### src/rtl/man_frame_encoder.sv
// Manchester frame encoder: accepts a DATA_W word per valid/ready handshake,
// prepends PRE_W zero bits and serialises the frame MSB-first as Manchester
// half-bits of (_divide+1) clocks each, followed by an IDLE_GAP-clock idle gap.
module man_frame_encoder #(
  parameter int DATA_W   = 8,
  parameter int PRE_W    = 2,
  parameter int DIV_W    = 32,
  parameter int IDLE_GAP = 10
) (
  input  logic              _clk,
  input  logic              _rst,
  input  logic [DATA_W-1:0] _data,
  input  logic              _valid,
  output logic              _ready,
  input  logic [DIV_W-1:0]  _divide,
  input  logic              _polarity,
  input  logic              _idle_level,
  output logic              _output_wire,
  output logic              _busy,
  output logic              _done
);

  localparam int N   = PRE_W + DATA_W;
  localparam int K_W = $clog2(2 * N + 1);
  localparam int G_W = (IDLE_GAP > 1) ? $clog2(IDLE_GAP) : 1;
  localparam logic [K_W-1:0] K_LAST = K_W'(2 * N - 1);
  localparam logic [G_W-1:0] G_LOAD = (IDLE_GAP > 0) ? G_W'(IDLE_GAP - 1) : {G_W{1'b0}};

  typedef enum logic [1:0] {
    IDLE     = 2'd0,
    TRANSFER = 2'd1,
    GAP      = 2'd2
  } state_t;

  state_t             state_r, state_s;
  logic [N-1:0]       sreg_r, sreg_s;
  logic [N-1:0]       load_s, shifted_s;
  logic [DIV_W-1:0]   div_r, div_s;
  logic [DIV_W-1:0]   half_cnt_r, half_cnt_s;
  logic               pol_r, pol_s;
  logic [K_W-1:0]     k_r, k_s;
  logic [G_W-1:0]     gap_cnt_r, gap_cnt_s;
  logic               line_r, line_s;
  logic               done_r, done_s;
  logic               ready_r, ready_s;
  logic               busy_r, busy_s;

  assign _ready       = ready_r;
  assign _busy        = busy_r;
  assign _done        = done_r;
  assign _output_wire = line_r;

  // Next-state, counter and line-level decode; the current bit always sits at sreg MSB.
  always_comb begin
    state_s    = state_r;
    sreg_s     = sreg_r;
    div_s      = div_r;
    half_cnt_s = half_cnt_r;
    pol_s      = pol_r;
    k_s        = k_r;
    gap_cnt_s  = gap_cnt_r;
    line_s     = line_r;
    done_s     = 1'b0;
    load_s     = {N{1'b0}};
    load_s[DATA_W-1:0] = _data;
    shifted_s  = sreg_r << 1;

    case (state_r)
      IDLE: begin
        line_s = _idle_level;
        if (_valid && ready_r) begin
          sreg_s     = load_s;
          div_s      = _divide;
          pol_s      = _polarity;
          half_cnt_s = _divide;
          k_s        = {K_W{1'b0}};
          line_s     = load_s[N-1] ^ _polarity;
          state_s    = TRANSFER;
        end else begin
          state_s = IDLE;
        end
      end
      TRANSFER: begin
        if (half_cnt_r == {DIV_W{1'b0}}) begin
          half_cnt_s = div_r;
          if (k_r == K_LAST) begin
            line_s = _idle_level;
            done_s = 1'b1;
            k_s    = {K_W{1'b0}};
            if (IDLE_GAP == 0) begin
              state_s = IDLE;
            end else begin
              state_s   = GAP;
              gap_cnt_s = G_LOAD;
            end
          end else begin
            k_s = k_r + 1'b1;
            if (!k_r[0]) begin
              // second half of the same bit is the complement of the first
              line_s = ~line_r;
            end else begin
              sreg_s = shifted_s;
              line_s = shifted_s[N-1] ^ pol_r;
            end
          end
        end else begin
          half_cnt_s = half_cnt_r - 1'b1;
        end
      end
      GAP: begin
        line_s = _idle_level;
        if (gap_cnt_r == {G_W{1'b0}}) begin
          state_s = IDLE;
        end else begin
          gap_cnt_s = gap_cnt_r - 1'b1;
        end
      end
      default: begin
        state_s = IDLE;
        line_s  = _idle_level;
      end
    endcase

    ready_s = (state_s == IDLE);
    busy_s  = (state_s != IDLE);
  end

  // State and output registers with synchronous reset.
  always_ff @(posedge _clk) begin
    if (_rst) begin
      state_r    <= IDLE;
      sreg_r     <= {N{1'b0}};
      div_r      <= {DIV_W{1'b0}};
      half_cnt_r <= {DIV_W{1'b0}};
      pol_r      <= 1'b0;
      k_r        <= {K_W{1'b0}};
      gap_cnt_r  <= {G_W{1'b0}};
      line_r     <= 1'b0;
      done_r     <= 1'b0;
      ready_r    <= 1'b0;
      busy_r     <= 1'b0;
    end else begin
      state_r    <= state_s;
      sreg_r     <= sreg_s;
      div_r      <= div_s;
      half_cnt_r <= half_cnt_s;
      pol_r      <= pol_s;
      k_r        <= k_s;
      gap_cnt_r  <= gap_cnt_s;
      line_r     <= line_s;
      done_r     <= done_s;
      ready_r    <= ready_s;
      busy_r     <= busy_s;
    end
  end

endmodule

### config.mk
export PLATFORM = sky130hd
export DESIGN_NAME = man_frame_encoder
export DESIGN_NICKNAME = d
export VERILOG_FILES = /design/src/rtl/man_frame_encoder.sv
export SDC_FILE = /design/constraint.sdc
export NUM_CORES = 1
export LEC_CHECK = 0
export CAP_MARGIN = 20
export CORE_ASPECT_RATIO = 0.75
export CORE_UTILIZATION = 58
export CTS_CLUSTER_SIZE = 20
export DETAILED_ROUTE_END_ITERATION = 16
export GPL_TIMING_DRIVEN = 0
export PLACE_DENSITY = 0.88
export SLEW_MARGIN = 20
export SYNTH_ARGS = -nofsm -noshare
export SYNTH_HDL_FRONTEND = slang
export SYNTH_SLANG_ARGS = --single-unit
### constraint.sdc
create_clock -name _clk -period 2.93 [get_ports _clk]
set_clock_uncertainty 0.2 [all_clocks]
set_input_delay 0.586 -clock _clk [delete_from_list [all_inputs] [get_ports _clk]]
set_output_delay 0.586 -clock _clk [all_outputs]
set_load 0.01 [all_outputs]
## Word level (Yosys, flattened, before mapping)

Cells that the tools add are included.

| operators by class | value |
|---|---|
| add/subtract/negate cells | 3 |
| equality and inequality tests | 9 |
| mux-type cells | 27 |
| bitwise gates (word level) | 4 |
| reduce and logical (&&, ||, !) cells | 14 |

Operators by type and width:

| cell | count |
|---|---|
| $mux W32 | 2 |
| $pmux W32 S2 | 1 |
| $mux W9 | 4 |
| $logic_not A32 Y1 | 1 |
| $sub A32 B1 Y32 const B | 1 |
| $pmux W9 S2 | 1 |
| $mux W5 | 3 |
| $mux W4 | 3 |
| $ne A2 B2 Y1 const B | 6 |
| $pmux W5 S2 | 1 |
| $pmux W4 S2 | 1 |
| $mux W1 | 6 |
| $mux W2 | 3 |
| $pmux W2 S3 | 1 |
| $reduce_bool A2 Y1 | 3 |
| $add A5 B1 Y5 const B | 1 |
| $eq A5 B5 Y1 const B | 1 |
| $reduce_and A5 Y1 | 1 |
| $logic_not A2 Y1 | 2 |
| $logic_not A4 Y1 | 1 |
| $reduce_and A2 Y1 | 2 |
| $reduce_and A4 Y1 | 1 |
| $sub A4 B1 Y4 const B | 1 |
| $not A1 Y1 | 3 |
| other kinds (7) | 7 |

| storage, ports and cells | value |
|---|---|
| register bits after elaboration | 89 |
| output and inout port bits | 4 |
| word-level logic and storage cells | 68 |

## Logic depth before layout (Yosys ltp)

Gate-level depths: netlist of the first run.

| logic depth | value |
|---|---|
| depth in word-level cells | 5 |
| depth in mapped cells | 9 |
| mapped depth without buffers | 7 |

## Least setup slack after synthesis of the first run

No wires, ideal clock.

| timing | value |
|---|---|
| path type | reg-to-reg |
| start point | register half_cnt_r[4] |
| end point | register half_cnt_r[17] |
| data arrival time | 2,280 ps |
| setup slack | 363 ps |
| stages on the path, launching flop included | 7 |
| period minus slack after synthesis | 2,567 ps |
| cell sequence | dfxtp_1 > or4_1 > buf_2 > nor4_4 > a31oi_2 > or4_1 > a221oi_2 |

| between the ends | value |
|---|---|
| cells in the longest elaborated chain, start to end | 3 |

Ends and longest elaborated chain:

| item | line | RTL |
|---|---|---|
| start: declaration | 39 | `logic [DIV_W-1:0] half_cnt_r, half_cnt_s;` |
| start signal: assignment | 134 | `half_cnt_r <= {DIV_W{1'b0}};` |
| start signal: assignment | 146 | `half_cnt_r <= half_cnt_s;` |
| $sub A32 B1 Y32 / $logic_not A32 Y1 (equally long branches) | 107, 84 |  |
| $mux W32 (*) | 84 | `if (half_cnt_r == {DIV_W{1'b0}}) begin` |
| $pmux W32 S2 (*) | 68 | `case (state_r)` |

Every way passes the cells marked *; elsewhere a longest branch is shown, timed or not.
A chain may end at the register's enable or synchronous reset.

## Final worst setup path of the first run

| timing | value |
|---|---|
| start point | register half_cnt_r[2] |
| end point | register half_cnt_r[11] |

The elaborated chain is that of the path after synthesis.

==> results.md, run 1 <==
- Leading area contributor after synthesis: dfxtp_1
- Slew Limit Headroom: 0.400
- Reg2Reg Depth: 8
- Post-DRT Antenna Nets: 0
- Final Net Count: 759
- Kind of critical path: flop to flop
- Worst-path clk slew: 0.06 ns
- Final HPWL DP: 13,400 um
- Async set-or-reset flop fraction in the synthesized netlist: 0
- Final setup margin: 0.0398 ns
- Sequential cell area: 1780 um^2
- Syn_area_per_cell: 7.72 um^2
- Critical Path RT: 3.00 ns
- P&R area growth vs syn: 24.8%
- DR vias/cell: 7.33
- Placed Cells: 800
- Most frequent cells in the layout: nand2_1, dfxtp_1, a21oi_1, nor2_1, clkdlybuf4s50_1
- DRC Markers: 0
- Fmax: 0.346 GHz
- Yosys reg bits: 89
- Final setup vio count: 0
- CTS sink cnt: 89
- Initial Utilization: 0.615
- Mapped Cells: 648
- Pwr dens: 685 nW/um^2
- Number of synthesized flops with an enable pin: 0
- Ys Warns: 0
- Area contributors post-synth: dfxtp_1, nand2_1, a21oi_1
- Final Cycle Share: 0.986
- Finished Core Util: 0.768
- Max Cap Viol: 0
- Critical Path End Type: flop
- Buffers added on ports: 47
- Least-Margin Pin Slew: 0.886 ns
- Num ports: 49
- Die height: 82.4 um
- Vias post-DR: 6,008
- Clock H-tree levels: 3
- Global route overflow: 0
- Die width: 109 um
- Non-Filler Instances: 820
- Worst ir drop on vdd: 573 uV
- Hold Path Stages: 2
- Setup TNS Final: 0 ns
- DR pass1 iterations: 6
- Synth cell types: 61
- Clock root cell: clkbuf_16
- TritonCTS Buffers: 9
- Final min period: 2.89 ns
- Die area: 9000 um^2
- Seq/Total Area, Yosys: 0.356
- Total Routing Usage GR: 0.437
- Initial antenna violation count: 0
- Leak: 0.00223 uW
- Startpoint Class: flop
- WP data arrival: 2.96 ns
- Max-slew violation count: 0
- CTS tree: built
- Clk_lat worst skew: 0.35 ns
- Final wirelength: 19,200 um
- Vias in the first global route: 5,505
- Core area: 8130 um^2
- Multi-input gate area: 3170 um^2
- Top FF cell, synth: dfxtp_1
- Outcome: complete, no violations
- Final count of hold timing violations: 0
- Min-delay worst type: flop to flop
- DRT iter0 DRCs: 1,048
- Share of layout cells above drive strength 1: 0.104
- Largest net degree at the start of global routing: 15
- RSZ-0062 raised after global routing: true
- # hold bufs at CTS: 0
- Clk buf depth: 2
- Syn_nets: 697
- Post-synth top area share: 0.356
- First-pass GRT wire length: 29,100 um
- WL/cell: 23.5 um
- Final-layout fill cell count: 584
- # rows: 28
- Commonest non-fill, non-tap cell in the layout: nand2_1
- Worst slack at placement: -0.585 ns
- Critical path peak fanout: 10
- Synthesized cell area: 5000 um^2
- Hold Slack: 0.262 ns
- Gp weighted congestion: 1.03
metrics by stage:
step | cell area, um^2 | total power, uW
3_3_place_gp | 5600 | 2540
4_1_cts | 6090 | 4090
2_1_floorplan | 5000 | 2160
3_5_place_dp | 5610 | 2570
5_1_grt | 6240 | 4380
6_report | 6240 | 4270
timing repair:
item,4_1_cts,5_1_grt
resized for setup,14,52
setup buffers,2,3
endpoints found under the setup margin,68,80
pin swaps,1,2
worst paths after layout:
check | start | end | slack [ns]
hold reg to reg | div_r[29] | div_r[29] | 0.26
hold / removal | div_r[29] | div_r[29] | 0.26
setup reg to reg | half_cnt_r[2] | half_cnt_r[11] | 0.04
setup / recovery | half_cnt_r[2] | half_cnt_r[11] | 0.04
Yosys cell counts (all sizes together), types with 2 or more instances:
| cell | number |
|---|---|
| nor3b | 2 |
| nor3 | 14 |
| or3 | 7 |
| nor4bb | 2 |
| clkbuf | 45 |
| o41ai | 4 |
| a22oi | 4 |
| a41o | 2 |
| nand2 | 96 |
| a21boi | 3 |
| o21ai | 27 |
| nand4 | 19 |
| a211o | 12 |
| o311a | 2 |
| xor2 | 4 |
| nand2b | 5 |
| a311oi | 4 |
| nor2 | 57 |
| or2 | 2 |
| mux2i | 9 |
| o22ai | 3 |
| a211oi | 18 |
| nand3 | 14 |
| a21oi | 67 |
| o31ai | 9 |
| inv | 9 |
| and3 | 3 |
| o22a | 3 |
| a221oi | 13 |
| nor4 | 23 |
| xnor2 | 3 |
| dfxtp | 89 |
| ha | 4 |
| or4 | 15 |
| o211ai | 4 |
| nor2b | 2 |
| buf | 8 |
| a31oi | 12 |
| o2bb2ai | 2 |
| a2111oi | 8 |
| nor4b | 2 |
| a2bb2oi | 4 |
state kept, by name (all words and copies together), names as in the netlist:
| name | count |
|---|---|
| div_r | 32 |
| half_cnt_r | 32 |
| sreg_r | 9 |
| k_r | 5 |
| gap_cnt_r | 4 |
| state_r | 2 |
| _busy | 1 |
| _done | 1 |
| _output_wire | 1 |
| _ready | 1 |
| pol_r | 1 |
where the power goes:
part / switching, uW / internal (uW) / total, uW / leakage (uW)
registers: 127 / 1300 / 1420 / 0.000726
clock network: 501 / 1000 / 1500 / 0.000185
logic: 882 / 465 / 1350 / 0.00132
logic make-up after synthesis:
group                    share of synthesized area
AO/OA/AOI/OAI                                0.284
XOR/XNOR                                    0.0123
adder cells (fa/ha/maj)                     0.0100
buffers and inverters                       0.0475
flip-flops                                   0.356
multiplexers                                0.0180
AND/OR/NAND/NOR                              0.272
worst max-delay path: stages, from the launching register on:
cell and delay, ns:
dfxtp_1 0.30, clkbuf_1 0.23, nor4b_4 0.45, nand4_1 0.28, or3_1 0.37, buf_2 0.22, clkbuf_2 0.25, a211oi_1 0.30
a21boi_0 0.21
layer usage:
metal / up-vias / GRT usage / share of wire
li1: 2574 / - / -
met1: 2818 / 0.565 / 0.40
met2: 519 / 0.667 / 0.43
met3: 97 / 0.132 / 0.13
met4: 0 / 0.211 / 0.040
met5: - / 0 / 0
layout make-up:
class | count | share of cell area
antenna | 1 | 0.000401
buffer | 52 | 0.0371
clock buffer | 9 | 0.0361
clock inverter | 6 | 0.0249
inverter | 9 | 0.00541
multi-input combinational | 497 | 0.508
sequential | 89 | 0.285
tap | 105 | 0.0211
timing repair buffer | 52 | 0.0814
(Power assumes the default switching activity.)
==> run 2: changes to the inputs <==
clock period = 2.8 ns   (was 2.93 ns; I/O delays follow)
==> results.md, run 2 (synthesized netlist as in run 1, its figures left out) <==
- Startpoint Class: primary input (was flop)
- Reg-to-reg critical path endpoint: half_cnt_r[17] (was half_cnt_r[11])
- DRC Markers: 0 (unchanged)
- Placed Cells: 800 (unchanged)
- DR pass1 iterations: 6 (unchanged)
- Critical Path RT: 2.87 ns (was 3.00 ns)
- Worst ir drop on vdd: 620 uV (was 573 uV)
- Origin of the worst setup path: _valid (was half_cnt_r[2])
- Hold EP: div_r[29] (unchanged)
- ANT cells: 0 (was 1)
- DR vias/cell: 7.24 (was 7.33)
- Hold Path Stages: 2 (unchanged)
- Slew Limit Headroom: 0.381 (was 0.400)
- Kind of critical path: primary input to flop (was flop to flop)
- Reg power frac: 0.329 (was 0.333)
- Core area: 8130 um^2 (unchanged)
- Buffers added on ports: 47 (unchanged)
- Worst slack at placement: -0.689 ns (was -0.585 ns)
- TritonCTS Buffers: 9 (unchanged)
- Largest net degree at the start of global routing: 15 (unchanged)
- Worst-path clk slew: 0.06 ns (about the same)
- Num ports: 49 (unchanged)
- Final count of hold timing violations: 0 (unchanged)
- First-pass GRT wire length: 29,100 um (about the same)
- Critical path peak fanout: 10 (unchanged)
- WL/cell: 23.3 um (was 23.5 um)
- Global route overflow: 0 (unchanged)
- Reg2Reg Depth: 7 (was 8)
- Min-delay worst type: flop to flop (unchanged)
- Clk buf depth: 2 (unchanged)
- Hold Slack: 0.260 ns (was 0.262 ns)
- Leak: 0.00228 uW (was 0.00223 uW)
- Total Routing Usage GR: 0.438 (was 0.437)
- Final min period: 2.75 ns
- Routed length on met3: 2830 um (was 2550 um)
- P&R area growth vs syn: 27.4% (was 24.8%)
- Fmax: 0.363 GHz
- CTS tree: built (unchanged)
- Max Cap Viol: 0 (unchanged)
- Clock root cell: clkbuf_16 (unchanged)
- Max-slew violation count: 0 (unchanged)
- WP data arrival: 2.82 ns (was 2.96 ns)
- Int Power: 2950 uW (was 2760 uW)
- Comb power frac: 0.327 (was 0.315)
- Critical Path End Type: flop (unchanged)
- Final setup vio count: 0 (unchanged)
- Die height: 82.4 um (unchanged)
- Die width: 109 um (unchanged)
- DRT iter0 DRCs: 1,156 (was 1,048)
- Worst R2R Start: half_cnt_r[4] (was half_cnt_r[2])
- Placed cell area: 5610 um^2 (unchanged)
- Final setup margin: 0.0461 ns (was 0.0398 ns)
- Worst Hold Launch: div_r[29] (unchanged)
- Switch Pwr: 1610 uW (was 1510 uW)
- Least-Margin Pin Slew: 0.914 ns (was 0.886 ns)
- Share of layout cells above drive strength 1: 0.135 (was 0.104)
- Max Used Layer: met4 (unchanged)
- Initial Utilization: 0.615 (unchanged)
- Sw frac: 0.352 (was 0.353)
- Vias post-DR: 5,975 (was 6,008)
- Die area: 9000 um^2 (unchanged)
- Met1 WL: 7350 um (was 7630 um)
- Initial antenna violation count: 0 (unchanged)
- Final wirelength: 19,200 um (about the same)
- Clk_lat worst skew: 0.35 ns (about the same)
- Biggest regs: div_r (32), half_cnt_r (32), sreg_r (9) (unchanged)
- Met2 WL: 8100 um (was 8270 um)
- Reg2reg setup slack: 0.06 ns (was 0.04 ns)
- Final Cycle Share: 0.984
- Final Net Count: 765 (was 759)
- Non-Filler Instances: 825 (was 820)
- Outcome: complete, no violations (unchanged)
- Vias in the first global route: 5,514 (was 5,505)
- Final-layout fill cell count: 579 (was 584)
- Most frequent cells in the layout: nand2_1, dfxtp_1, a21oi_1, nor2_1, clkdlybuf4s50_1 (unchanged)
- Pwr dens: 716 nW/um^2 (was 685 nW/um^2)
- Clk pwr share: 0.344 (was 0.351)
- Final HPWL DP: 13,400 um (unchanged)
- Clock H-tree levels: 3 (unchanged)
- Gp weighted congestion: 1.03 (unchanged)
- Post-route cell area: 6370 um^2 (was 6240 um^2)
- Commonest non-fill, non-tap cell in the layout: nand2_1 (unchanged)
- CTS sink cnt: 89 (unchanged)
- # rows: 28 (unchanged)
- Post-DRT Antenna Nets: 0 (unchanged)
run 2: cell types whose count changed in the layout (fill, tap and decap cells not counted), moves of 2 or more:
cell	delta
buf_4	+9
clkbuf_1	-4
clkbuf_2	-4
clkbuf_4	+3
dfxtp_1	-2
dfxtp_2	+2
nand3_1	-2
nand3_2	+2
nor4_1	-3
nor4_2	+3
or4_1	-2
or4_4	+2
run 2: layout make-up:
type                       instances  area (um^2)  area share
multi-input combinational        497         3220       0.505
sequential                        89         1780       0.280
timing repair buffer              61          588      0.0924
buffer                            49          231      0.0364
clock buffer                       9          225      0.0354
clock inverter                     6          155      0.0244
tap                              105          131      0.0206
inverter                           9         33.8     0.00531
run 2: power by group through the flow:
stage / sequential, uW / combinational, uW / clock, uW
floorplan: 1460 / 800 / 0
global placement: 1480 / 1180 / 0
detailed placement: 1490 / 1200 / 0
CTS: 1470 / 1330 / 1560
global route: 1510 / 1570 / 1600
finish: 1500 / 1490 / 1570
run 2: per-layer routing:
metal,up-vias,track usage
li1,2591,-
met1,2767,0.562
met2,502,0.673
met3,115,0.130
met4,0,0.219
met5,-,0
run 2: worst max-delay path by stage:
stage	to	slack [ns]	cells after the start
6_report	div_r[24]	0.05	7
5_1_grt	half_cnt_r[0]	-0.05	9
3_5_place_dp	div_r[14]	-0.69	7
4_1_cts	half_cnt_r[28]	-0.01	7
3_3_place_gp	half_cnt_r[20]	-0.63	7
2_1_floorplan	half_cnt_r[17]	0.23	6
run 2: critical path, stage by stage:
cell and delay, ns:
clkdlybuf4s50_1 0.51, nor4bb_2 0.43, clkbuf_4 0.36, clkbuf_2 0.34, clkbuf_2 0.35, nand2_1 0.11, a21oi_1 0.15
run 2: per-stage QoR:
stage | total power [uW] | util | setup TNS, ns
global placement | 2660 | 0.689 | -33.28
finish | 4560 | 0.783 | 0
detailed placement | 2690 | 0.690 | -37.16
global route | 4680 | 0.783 | -0.0503
floorplan | 2260 | - | 0
CTS | 4360 | 0.761 | -0.0136
run 2: timing repair:
item | CTS | global route
gates resized for setup | 33 | 49
setup endpoints to repair | 77 | 85
setup buffers | 6 | 8
hold buffers | 0 | 0
endpoints found under the hold margin | 0 | 0
pin swaps | 2 | 7
==> run 3: changes to the inputs <==
clock period = 2.6 ns   (was 2.8 ns; I/O delays follow)
==> results.md, run 3 (synthesized netlist as in run 1, its figures left out) <==
- Outcome: finished with violations (was complete, no violations)
- Failing checks: negative setup slack
- Max Cap Viol: 0 (unchanged)
- Met2 WL: 8630 um (was 8100 um)
- Total power: 5120 uW (was 4560 uW)
- Die area: 9000 um^2 (unchanged)
- Most frequent cells in the layout: nand2_1, dfxtp_1, a21oi_1, nor2_1, clkdlybuf4s50_1 (unchanged)
- Clk_lat worst skew: 0.35 ns (about the same)
- Initial Utilization: 0.615 (unchanged)
- Slew Limit Headroom: 0.345 (was 0.381)
- P&R area growth vs syn: 33.1% (was 27.4%)
- Num ports: 49 (unchanged)
- Final count of hold timing violations: 0 (unchanged)
- Setup TNS Final: -0.193 ns (was 0 ns)
- Non-Filler Instances: 843 (was 825)
- Commonest non-fill, non-tap cell in the layout: nand2_1 (unchanged)
- Fmax: 0.373 GHz
- Least-Margin Pin Slew: 0.966 ns (was 0.914 ns)
- Largest net degree at the start of global routing: 15 (unchanged)
- Total Routing Usage GR: 0.447 (was 0.438)
- Post-DRT Antenna Nets: 0 (unchanged)
- Placed Cells: 800 (unchanged)
- Die width: 109 um (unchanged)
- DR pass1 iterations: 8 (was 6)
- Routed length on met3: 3080 um (was 2830 um)
- # hold bufs at CTS: 0 (unchanged)
- Startpoint Class: flop (was primary input)
- Pwr dens: 770 nW/um^2 (was 716 nW/um^2)
- Gp weighted congestion: 1.03 (unchanged)
- Min-delay worst type: flop to flop (unchanged)
- Max stage delay on crit path: 0.57 ns (was 0.51 ns)
- DR vias/cell: 7.34 (was 7.24)
- Final wirelength: 20,300 um (was 19,200 um)
- Vias in the first global route: 5,693 (was 5,514)
- # rows: 28 (unchanged)
- CP cell instances: or4_4 > nor4_4 > buf_4 > a31oi_4 > or4_4 > a221oi_2 (was clkdlybuf4s50_1 > nor4bb_2 > clkbuf_4 > clkbuf_2 > clkbuf_2 > nand2_1 > a21oi_1)
- Finished Core Util: 0.819 (was 0.783)
- Global route overflow: 0 (unchanged)
- Leak: 0.00242 uW (was 0.00228 uW)
- Critical Path RT: 2.66 ns (was 2.87 ns)
- Worst ir drop on vdd: 685 uV (was 620 uV)
- Final Net Count: 782 (was 765)
- WL/cell: 24.1 um (was 23.3 um)
- RSZ-0062 raised after global routing: true
- Placed cell area: 5610 um^2 (unchanged)
- Initial antenna violation count: 1 (was 0)
- CTS tree: built (unchanged)
- Biggest regs: div_r (32), half_cnt_r (32), sreg_r (9) (unchanged)
- Clock H-tree levels: 3 (unchanged)
- Worst-path clk slew: 0.07 ns (was 0.06 ns)
- Slowest CP cell: or4_4 (was clkdlybuf4s50_1)
- CTS sink cnt: 89 (unchanged)
- Final Cycle Share: 1.03
- DRC Markers: 0 (unchanged)
- TritonCTS Buffers: 9 (unchanged)
- Final HPWL DP: 13,400 um (unchanged)
- First-pass GRT wire length: 29,900 um (was 29,100 um)
- Clk buf depth: 2 (unchanged)
- Clock root cell: clkbuf_16 (unchanged)
- Met1 WL: 7630 um (was 7350 um)
- Worst path top cell family by delay: simple AND/OR/NAND/NOR gates (was buffers and inverters)
- Post-route cell area: 6650 um^2 (was 6370 um^2)
- Final setup vio count: 4 (was 0)
- Buffers added on ports: 47 (unchanged)
- DRT iter0 DRCs: 1,308 (was 1,156)
- Final setup margin: -0.0845 ns (was 0.0461 ns)
- Die height: 82.4 um (unchanged)
- Share of layout cells above drive strength 1: 0.190 (was 0.135)
- Cell mode on critical path: or4_4 (was clkbuf_2)
- Kind of critical path: flop to flop (was primary input to flop)
- Critical path peak fanout: 5 (was 10)
- Critical Path End Type: flop (unchanged)
- Max Used Layer: met4 (unchanged)
- WP data arrival: 2.75 ns (was 2.82 ns)
- Final min period: 2.68 ns
- Vias post-DR: 6,187 (was 5,975)
- Max-slew violation count: 0 (unchanged)
- Core area: 8130 um^2 (unchanged)
- Buffers & Inverters on Critical Path: 1 (was 4)
[run 3: changes by cell type in the layout (fill, tap and decap cells not counted), moves of 5 or more]
cell / change
dfxtp_1: -5
or4_1: -5
buf_4: +16
clkbuf_1: -8
or4_4: +5
[run 3: cell type report]
class | count | area (um^2)
repair buffers | 79 | 743
flip-flops and latches | 89 | 1800
well taps | 105 | 131
clock inverters | 6 | 155
inverters | 9 | 33.8
clock buffers | 9 | 225
plain buffers | 48 | 260
multi-input cells | 497 | 3310
fillers | 525 | 1470
diodes | 1 | 2.50
[run 3: per-layer routing]
layer | up-vias | global-route usage
met5 | - | 0
met4 | 0 | 0.231
met3 | 121 | 0.118
met2 | 595 | 0.687
met1 | 2846 | 0.579
li1 | 2625 | -
[run 3: timing repair]
| action | in CTS | in global routing |
|---|---|---|
| setup buffers | 19 | 13 |
| setup endpoints to repair | 87 | 69 |
| pin swaps | 15 | 21 |
| gates resized for setup | 77 | 54 |
| cloned | 0 | 0 |
| endpoints found under the hold margin | 0 | 0 |
[run 3: tightest hold or removal path, cell delays in order (launching register included)]
cell and delay, ns:
dfxtp_1 0.31, nand2_1 0.05, a21oi_1 0.05
[run 3: stage by stage]
stage / setup slack [ns] / hold WS (ns)
2_1_floorplan: 0.0332 / 0.233
3_3_place_gp: -0.826 / 0.240
3_5_place_dp: -0.849 / 0.250
4_1_cts: -0.0111 / 0.258
5_1_grt: -0.126 / 0.284
6_report: -0.0845 / 0.261
[run 3: report_power, final]
part | leakage [uW] | internal (uW) | total [uW] | switching, uW
combinational | 0.00151 | 715 | 1810 | 1100
clock | 0.000185 | 1130 | 1700 | 568
sequential | 0.000730 | 1460 | 1620 | 152
total | 0.00242 | 3310 | 5120 | 1820
[run 3: final timing paths]
check / end / cells after the start / slack (ns) / startpoint
max: half_cnt_r[17] / 6 / -0.08 / half_cnt_r[5]
min: div_r[29] / 2 / 0.26 / div_r[29]
min reg2reg: div_r[29] / 2 / 0.26 / div_r[29]
max reg2reg: half_cnt_r[17] / 6 / -0.08 / half_cnt_r[5]
==> RTL edit (config.mk and constraints of run 3) <==
Change the parameter `DIV_W` from 32 to 28.
--- a/src/rtl/man_frame_encoder.sv
+++ b/src/rtl/man_frame_encoder.sv
@@ -5,5 +5,5 @@
   parameter int DATA_W   = 8,
   parameter int PRE_W    = 2,
-  parameter int DIV_W    = 32,
+  parameter int DIV_W    = 28,
   parameter int IDLE_GAP = 10
 ) (
Ports: changed (resized _divide); port bits go from 49 to 45. The function was not compared with the original's and may differ.
==> RTL edit against run 3 <==
The run still ends with negative setup slack left; sequential power down 6%; total power shrank 13%; die area shrank 16%; global-route usage is 3.8 points lower; routed wire length decreased by 23%; worst setup slack got worse by 15 ps; sequential cell count shrank 8; synthesized area decreased by 16%; cell area is 18% lower; cell count fell by 16%; hold slack worse by 4.0 ps; critical path depth is the same; via count decreased by 20%; critical endpoint is now half_cnt_r[4]; sequential share of layout area rose by 3.0 points.
==> RTL edit: results (changes against run 3) <==
most numerous cell in the Yosys netlist dfxtp_1 (was nand2_1); reg2reg start half_cnt_r[10] (was half_cnt_r[5]); clk_lat worst skew 370 ps (was 350 ps); Setup-failing EPs final 21 (was 4); first-pass GRT wire length 23,300 um (was 29,900 um); vias post-DR 4,959 (was 6,187); PortBufs 43 (was 47); leakage power 1.89 nW (was 2.42 nW); hold path start div_r[8] (was div_r[29]); initial antenna violation count 0 (was 1); failing checks negative setup slack (unchanged); diode count 0 (was 1); critical path fanouts, max 6 (was 5); reg2reg end half_cnt_r[4] (was half_cnt_r[17]); sequential area share after synthesis 38.6% (was 35.6%); dpl hpwl 9430 um (was 13,400 um); number of global-route vias before repair 4,509 (was 5,693); worst slack, placed -849 ps (about the same); Setup WS post-layout -99.2 ps (was -84.5 ps); WHS Endpoint div_r[8] (was div_r[29]); Distinct cells, synth 65 (was 61); VDD IR-drop max 0.000390 V (was 0.000685 V); worst hold slack 257 ps (was 261 ps); layout cells sized above 1 17.5% (was 19.0%); outcome finished, violations left (unchanged); Clk pin slew, worst setup/hold paths 90 ps (was 70 ps)
-- RTL edit: cell count changes after synthesis, moves of 9 or more --
| cell | delta |
|---|---|
| nor4_1 | -10 |
| or4_1 | -9 |
| nand2_1 | -24 |
| a211o_1 | -11 |
| clkbuf_1 | -10 |
| nand4_1 | -13 |
| o21ai_0 | +12 |
-- RTL edit: power by group --
| group | switching [W] | total (W) | internal, W |
|---|---|---|---|
| combinational | 0.00113 | 0.00185 | 0.000726 |
| clock | 0.000499 | 0.00107 | 0.000570 |
| sequential | 0.000153 | 0.00153 | 0.00138 |
| total | 0.00178 | 0.00446 | 0.00268 |
-- RTL edit: stage by stage --
step                TNS, ps  cell area [um2]  total power (W)  cells
floorplan             -9.09             4230          0.00246    533
global placement     -34550             4790          0.00285    674
detailed placement   -37700             4790          0.00290    674
CTS                    -388             5240          0.00414    700
global route          -1460             5430          0.00457    709
finish                 -926             5430          0.00446    709
-- RTL edit: worst max path at each step --
stage                     end  slack [ps]  cells after the start
4_1_cts        half_cnt_r[14]         -90                      7
2_1_floorplan  half_cnt_r[14]          -9                      6
3_5_place_dp   half_cnt_r[27]        -850                      7
6_report        half_cnt_r[4]        -100                      6
5_1_grt        half_cnt_r[22]        -130                      6
3_3_place_gp   half_cnt_r[27]        -830                      7
-- RTL edit: what timing repair did --
item	4_1_cts	5_1_grt
setup buffers	12	11
setup endpoints to repair	70	65
resized for setup	35	38
pin swaps	7	20
-- RTL edit: cells by family (layout without fill, tap and decap cells) --
group,count (synthesis),in the layout,share of synthesized area [%]
compound gates,186,186,29.9
mux,3,3,0.744
fa+ha+maj,4,4,1.19
xor+xnor,4,4,0.833
simple gates,206,206,24.0
flops,81,81,38.6
buf+inv,49,127,4.76
-- RTL edit: cell type report --
class / instances / area, um2 / share of cell area [%]
well taps: 98 / 123 / 2.26
inverters: 8 / 30.0 / 0.553
multi-input cells: 403 / 2610 / 48.1
flip-flops and latches: 81 / 1630 / 30.0
plain buffers: 37 / 189 / 3.48
clock inverters: 6 / 91.3 / 1.68
repair buffers: 66 / 622 / 11.5
clock buffers: 10 / 138 / 2.53
-- RTL edit: metal layers --
layer	global-route usage [%]	share of wire [%]
met2	63.5	41
met5	0	0
met4	23.2	5.7
met3	10.8	15
met1	52.3	38
-- RTL edit: critical path, cell delays in order (launching register included) --
cell      delay, ps
dfxtp_2         340
or4_4           550
or4_4           620
nor3_4          350
buf_6           190
o211ai_1         90
a311oi_1        250
